`config.mk`:
```
export PLATFORM = sky130hd
export DESIGN_NAME = pwm_deadband
export DESIGN_NICKNAME = d
export VERILOG_FILES = /design/src/rtl/pwm_deadband.sv
export SDC_FILE = /design/constraint.sdc
export NUM_CORES = 1
export LEC_CHECK = 0
export CORE_MARGIN = 1
export CORE_UTILIZATION = 51
export CTS_BUF_LIST = sky130_fd_sc_hd__clkbuf_8
export CTS_CLUSTER_DIAMETER = 120
export DETAILED_ROUTE_END_ITERATION = 12
export PLACE_DENSITY = 0.85
export SYNTH_ARGS = -nofsm -noshare
export SYNTH_HDL_FRONTEND = slang
export SYNTH_SLANG_ARGS = --single-unit
```
`constraint.sdc`:
```
create_clock -name clk -period 3.7 [get_ports clk]
set_clock_uncertainty 0.1 [all_clocks]
set_input_delay 0.925 -clock clk [delete_from_list [all_inputs] [get_ports clk]]
set_output_delay 0.925 -clock clk [all_outputs]
set_load 0.01 [all_outputs]
```
`src/rtl/pwm_deadband.sv`:
```
// Dead-banded complementary PWM from an upstream triangle carrier: raw = tri_in < duty_active, duty swapped at the valley.
// Outputs are registered one edge after raw; no backpressure. DEADBAND_DEADTIME_EN enables the dead-time FSM.
module pwm_deadband #(
  parameter int N = 8,
  parameter int D = 4
) (
  input  logic         clk,
  input  logic         rst,
  input  logic         ena,
  input  logic [N-1:0] tri_in,
  input  logic [N-1:0] duty_in,
  input  logic         duty_load,
  input  logic [D-1:0] dead_time,
  output logic         duty_busy,
  output logic         period_tick,
  output logic         out_hi,
  output logic         out_lo
);

  logic [N-1:0] duty_pend_q, duty_pend_d;
  logic [N-1:0] duty_active_q, duty_active_d;
  logic         duty_busy_q, duty_busy_d;
  logic         period_tick_q, period_tick_d;
  logic         raw;
  logic         xfer;

  assign raw  = tri_in < duty_active_q;
  // Only swap duty at the carrier valley so a period never sees two thresholds.
  assign xfer = duty_busy_q & ena & (tri_in == '0);

  always_comb begin
    duty_pend_d   = duty_pend_q;
    duty_active_d = duty_active_q;
    duty_busy_d   = duty_busy_q;
    period_tick_d = xfer;
    if (xfer) begin
      duty_active_d = duty_pend_q;
    end
    if (duty_load) begin
      duty_pend_d = duty_in;
      duty_busy_d = 1'b1;
    end else if (xfer) begin
      duty_busy_d = 1'b0;
    end
  end

  always_ff @(posedge clk) begin
    if (rst) begin
      duty_pend_q   <= '0;
      duty_active_q <= '0;
      duty_busy_q   <= 1'b0;
      period_tick_q <= 1'b0;
    end else begin
      duty_pend_q   <= duty_pend_d;
      duty_active_q <= duty_active_d;
      duty_busy_q   <= duty_busy_d;
      period_tick_q <= period_tick_d;
    end
  end

  assign duty_busy   = duty_busy_q;
  assign period_tick = period_tick_q;

`ifdef DEADBAND_DEADTIME_EN

  typedef enum logic [1:0] {
    S_LOW,
    S_DT_HI,
    S_HIGH,
    S_DT_LO
  } state_t;

  state_t       state_q, state_d;
  logic [D-1:0] dt_cnt_q, dt_cnt_d;
  logic         dt_done;

  // Widened compare so dead_time = 0 (changed mid-band) ends the band at once.
  assign dt_done = ({1'b0, dt_cnt_q} + (D+1)'(1)) >= {1'b0, dead_time};

  always_comb begin
    state_d  = state_q;
    dt_cnt_d = dt_cnt_q;
    out_hi   = 1'b0;
    out_lo   = 1'b0;
    case (state_q)
      S_LOW: begin
        out_lo = 1'b1;
        if (raw) begin
          dt_cnt_d = '0;
          state_d  = (dead_time != '0) ? S_DT_HI : S_HIGH;
        end
      end
      S_DT_HI: begin
        if (!raw) begin
          dt_cnt_d = '0;
          state_d  = S_LOW;
        end else if (dt_done) begin
          dt_cnt_d = '0;
          state_d  = S_HIGH;
        end else begin
          dt_cnt_d = dt_cnt_q + 1'b1;
        end
      end
      S_HIGH: begin
        out_hi = 1'b1;
        if (!raw) begin
          dt_cnt_d = '0;
          state_d  = (dead_time != '0) ? S_DT_LO : S_LOW;
        end
      end
      S_DT_LO: begin
        if (raw) begin
          dt_cnt_d = '0;
          state_d  = S_HIGH;
        end else if (dt_done) begin
          dt_cnt_d = '0;
          state_d  = S_LOW;
        end else begin
          dt_cnt_d = dt_cnt_q + 1'b1;
        end
      end
      default: begin
        dt_cnt_d = '0;
        state_d  = S_DT_LO;
      end
    endcase
  end

  always_ff @(posedge clk) begin
    if (rst) begin
      state_q  <= S_DT_LO;
      dt_cnt_q <= '0;
    end else begin
      state_q  <= state_d;
      dt_cnt_q <= dt_cnt_d;
    end
  end

`else

  logic out_hi_q;
  logic unused_dead_time;

  assign unused_dead_time = ^dead_time;

  always_ff @(posedge clk) begin
    if (rst) begin
      out_hi_q <= 1'b0;
    end else begin
      out_hi_q <= raw;
    end
  end

  assign out_hi = out_hi_q;
  assign out_lo = ~out_hi_q;

`endif

endmodule

```
==> impl_metrics.csv <==
group,metric,value,unit
synth,synth-edff-count,0,
min_path,min_to,"duty_active_q[7]",
clock_tree,cts_sinks,19,
setup_path,crit_fanout,10,
global_route,met1_usage,21.8,%
final_layout,drive_above_1_share,5.13,%
synth,synthTopCellsByCount,"dfxtp_1 (19), nand2b_1 (18), mux2i_1 (16), inv_1 (9), nor2_1 (8)",
clock_tree,clkTransAtPathRegs,70,ps
global_route,grt_util_met3,1.60,%
global_route,grt_pass1_wl,2.51,mm
global_route,grt_pass1_vias,610,
final_layout,final_cell_count_no_fill,142,
flow_run,maxCapViolations,0,
synth,yosysSeqAreaShare,40.2,%
synth,syn_inst,95,
place,placed_cells,138,
setup_path,crit_required,3780,ps
final_layout,regArea,380,um2
setup_path,startpoint_type,"primary input",
clock_tree,clk_latency,250,ps
floorplan,die_x,45.1,um
floorplan,core_area,1730,um2
detailed_routing,drc_errors,0,
synth,synth_ff_type,"dfxtp_1",
detailed_routing,wl_per_cell,11.1,um
clock_tree,cts_hold_buf,0,
min_path,hold_depth,2,
synth,ys_async_sr_fraction,0,%
global_route,busiest_layer,"met2",
synth,synth_top_cell_by_area,"dfxtp_1",
place,io_buffers,23,
floorplan,initial_core_util,54.9,%
power_and_ir_drop,power.total,413,uW
clock_tree,clock_path_buffers,2,
detailed_routing,routed_via_density,4.80,
global_route,overflow,0,
clock_tree,cts_resized,0,
synth,yosysTopAreaCellShare,40.2,%
timing,post-route-min-period,2770,ps
floorplan,die_area,2030,um2
setup_path,reg2reg_from,"duty_busy",
floorplan,row_count,15,
timing,max-slew-margin-rel,46.8,%
global_route,grt_max_degree,29,
setup_path,r2r.worst_path.cells,3,
timing,hold_viol_final,0,
synth,yosys_warnings,0,
final_layout,fillers,157,
synth,yosys_register_bits,19,
setup_path,r2r_end,"duty_active_q[5]",
synth,synth_most_common_cell,"dfxtp_1",
setup_path,cp-end-kind,"register",
outcome,outcome,"complete, no violations",
timing,rsz0062_at_grt,"no",
global_route,antenna_found_initial,0,
floorplan,die_y,45.1,um
min_path,hold_start,"duty_pend_q[7]",
synth,synth.avg_cell_area,9.97,um2
place,dp.final_hpwl,1.23,mm
setup_path,crit_arrival,2850,ps
power_and_ir_drop,ir_worst_vdd,399,uV
final_layout,multi_input_area,507,um2
clock_tree,tritoncts,"yes",
min_path,hp-class,"register to register",
synth,ys_types,21,
timing,max_freq,361,MHz
floorplan,ioPinCount,28,
final_layout,area_growth,29.7,%
power_and_ir_drop,p_leak,0.459,nW
detailed_routing,drt_first_pass_iters,4,
synth,synth.area.top_cells,"dfxtp_1 (40%), mux2i_1 (17%), nand2b_1 (12%)",
setup_path,criticalPathCategory,"primary input to register",
clock_tree,postCtsSetupRepairBufs,0,
clock_tree,root_buffer,"clkbuf_8",
detailed_routing,via_count,682,
setup_path,r2r_slack,2110,ps
clock_tree,cts_max_level,1,
power_and_ir_drop,powerDensity,336,nW/um2
timing,setup_viol,0,
final_layout,n_antenna_cell,0,
detailed_routing,wirelength,1.58,mm
clock_tree,cts_buffers,3,
timing,min_period_over_period,74.8,%
synth,syn_area,947,um2
detailed_routing,drtIter0Drc,9,
place,gp_congestion,0.753,
timing,slew_violations,0,
global_route,grt_usage,17.1,%
global_route,grt_use_met2,28.4,%
timing,worst_pin_slew,792,ps
timing,final.setup.tns,0,ps
final_layout,nets,149,
detailed_routing,ant_nets,0,
synth,synth_nets,126,
kinds of logic (layout without fill, tap and decap cells):
group                    after synthesis  after routing  share of synthesized area, %
adder cells (fa/ha/maj)                7              7                          9.25
AO/OA/AOI/OAI                          7              7                          5.42
buffers and inverters                 14             36                          6.34
multiplexers                          16             16                          16.9
flip-flops                            19             19                          40.2
AND/OR/NAND/NOR                       32             32                          21.9
layer usage:
metal  vias up  part of all wire (%)
met4         0                   2.4
met5         -                     0
met1       294                    48
met2        21                    46
li1        361                     -
met3         6                   3.7
worst max path at each step:
stage | startpoint | end | slack [ps]
2_1_floorplan | tri_in[4] | duty_active_q[0] | 1510
3_3_place_gp | tri_in[4] | duty_busy | 680
3_5_place_dp | tri_in[4] | duty_busy | 680
4_1_cts | tri_in[4] | duty_active_q[5] | 920
5_1_grt | tri_in[4] | duty_active_q[6] | 820
6_report | tri_in[4] | duty_active_q[5] | 930
state kept, by name, summed over array words and instances, names as in the netlist:
register       cells
out_hi             1
duty_active_q      8
duty_pend_q        8
period_tick        1
duty_busy          1
cell type report:
cell class	count	share of cell area, %
inverters	9	2.75
well taps	25	2.55
flip-flops and latches	19	31.0
repair buffers	23	18.7
clock buffers	3	3.36
multi-input cells	62	41.2
clock inverters	1	0.407
worst max-delay path, stage by stage:
cell             delay [ps]
clkdlybuf4s50_1         430
or4_4                   550
nor4_4                  680
mux2i_1                 260
power by group:
part	internal, mW	total, mW	switching (mW)
Clock	0.0748	0.142	0.0673
Combinational	0.0360	0.0565	0.0205
Sequential	0.211	0.215	0.00358
cell usage in the layout (no fill, tap or decap):
cell / Yosys / routed
nand2b_1: 18 / 18
nor3_1: 1 / 1
clkbuf_8: 0 / 3
a2111oi_0: 1 / 1
a31oi_1: 1 / 1
nand4bb_1: 1 / 1
nor4_4: 1 / 1
ha_1: 7 / 7
mux2i_1: 16 / 16
o22ai_1: 1 / 1
a211o_1: 1 / 1
a21o_1: 1 / 1
and2b_1: 1 / 1
o31a_1: 1 / 1
inv_1: 9 / 9
nor2_1: 8 / 8
dfxtp_1: 19 / 19
clkdlybuf4s50_1: 0 / 23
or4_4: 1 / 1
and4_1: 1 / 1
clkinv_2: 0 / 1
o21ai_0: 1 / 1
through the flow:
stage / instance area [um2] / setup slack [ps] / hold slack (ps) / util, %
6_report: 1230 / 932 / 373 / 71.2
5_1_grt: 1230 / 821 / 404 / 71.2
4_1_cts: 1230 / 925 / 376 / 71.2
3_5_place_dp: 1180 / 679 / 364 / 68.5
3_3_place_gp: 1180 / 684 / 361 / 68.5
2_1_floorplan: 947 / 1510 / 349 / -
(Power assumes the default switching activity.)
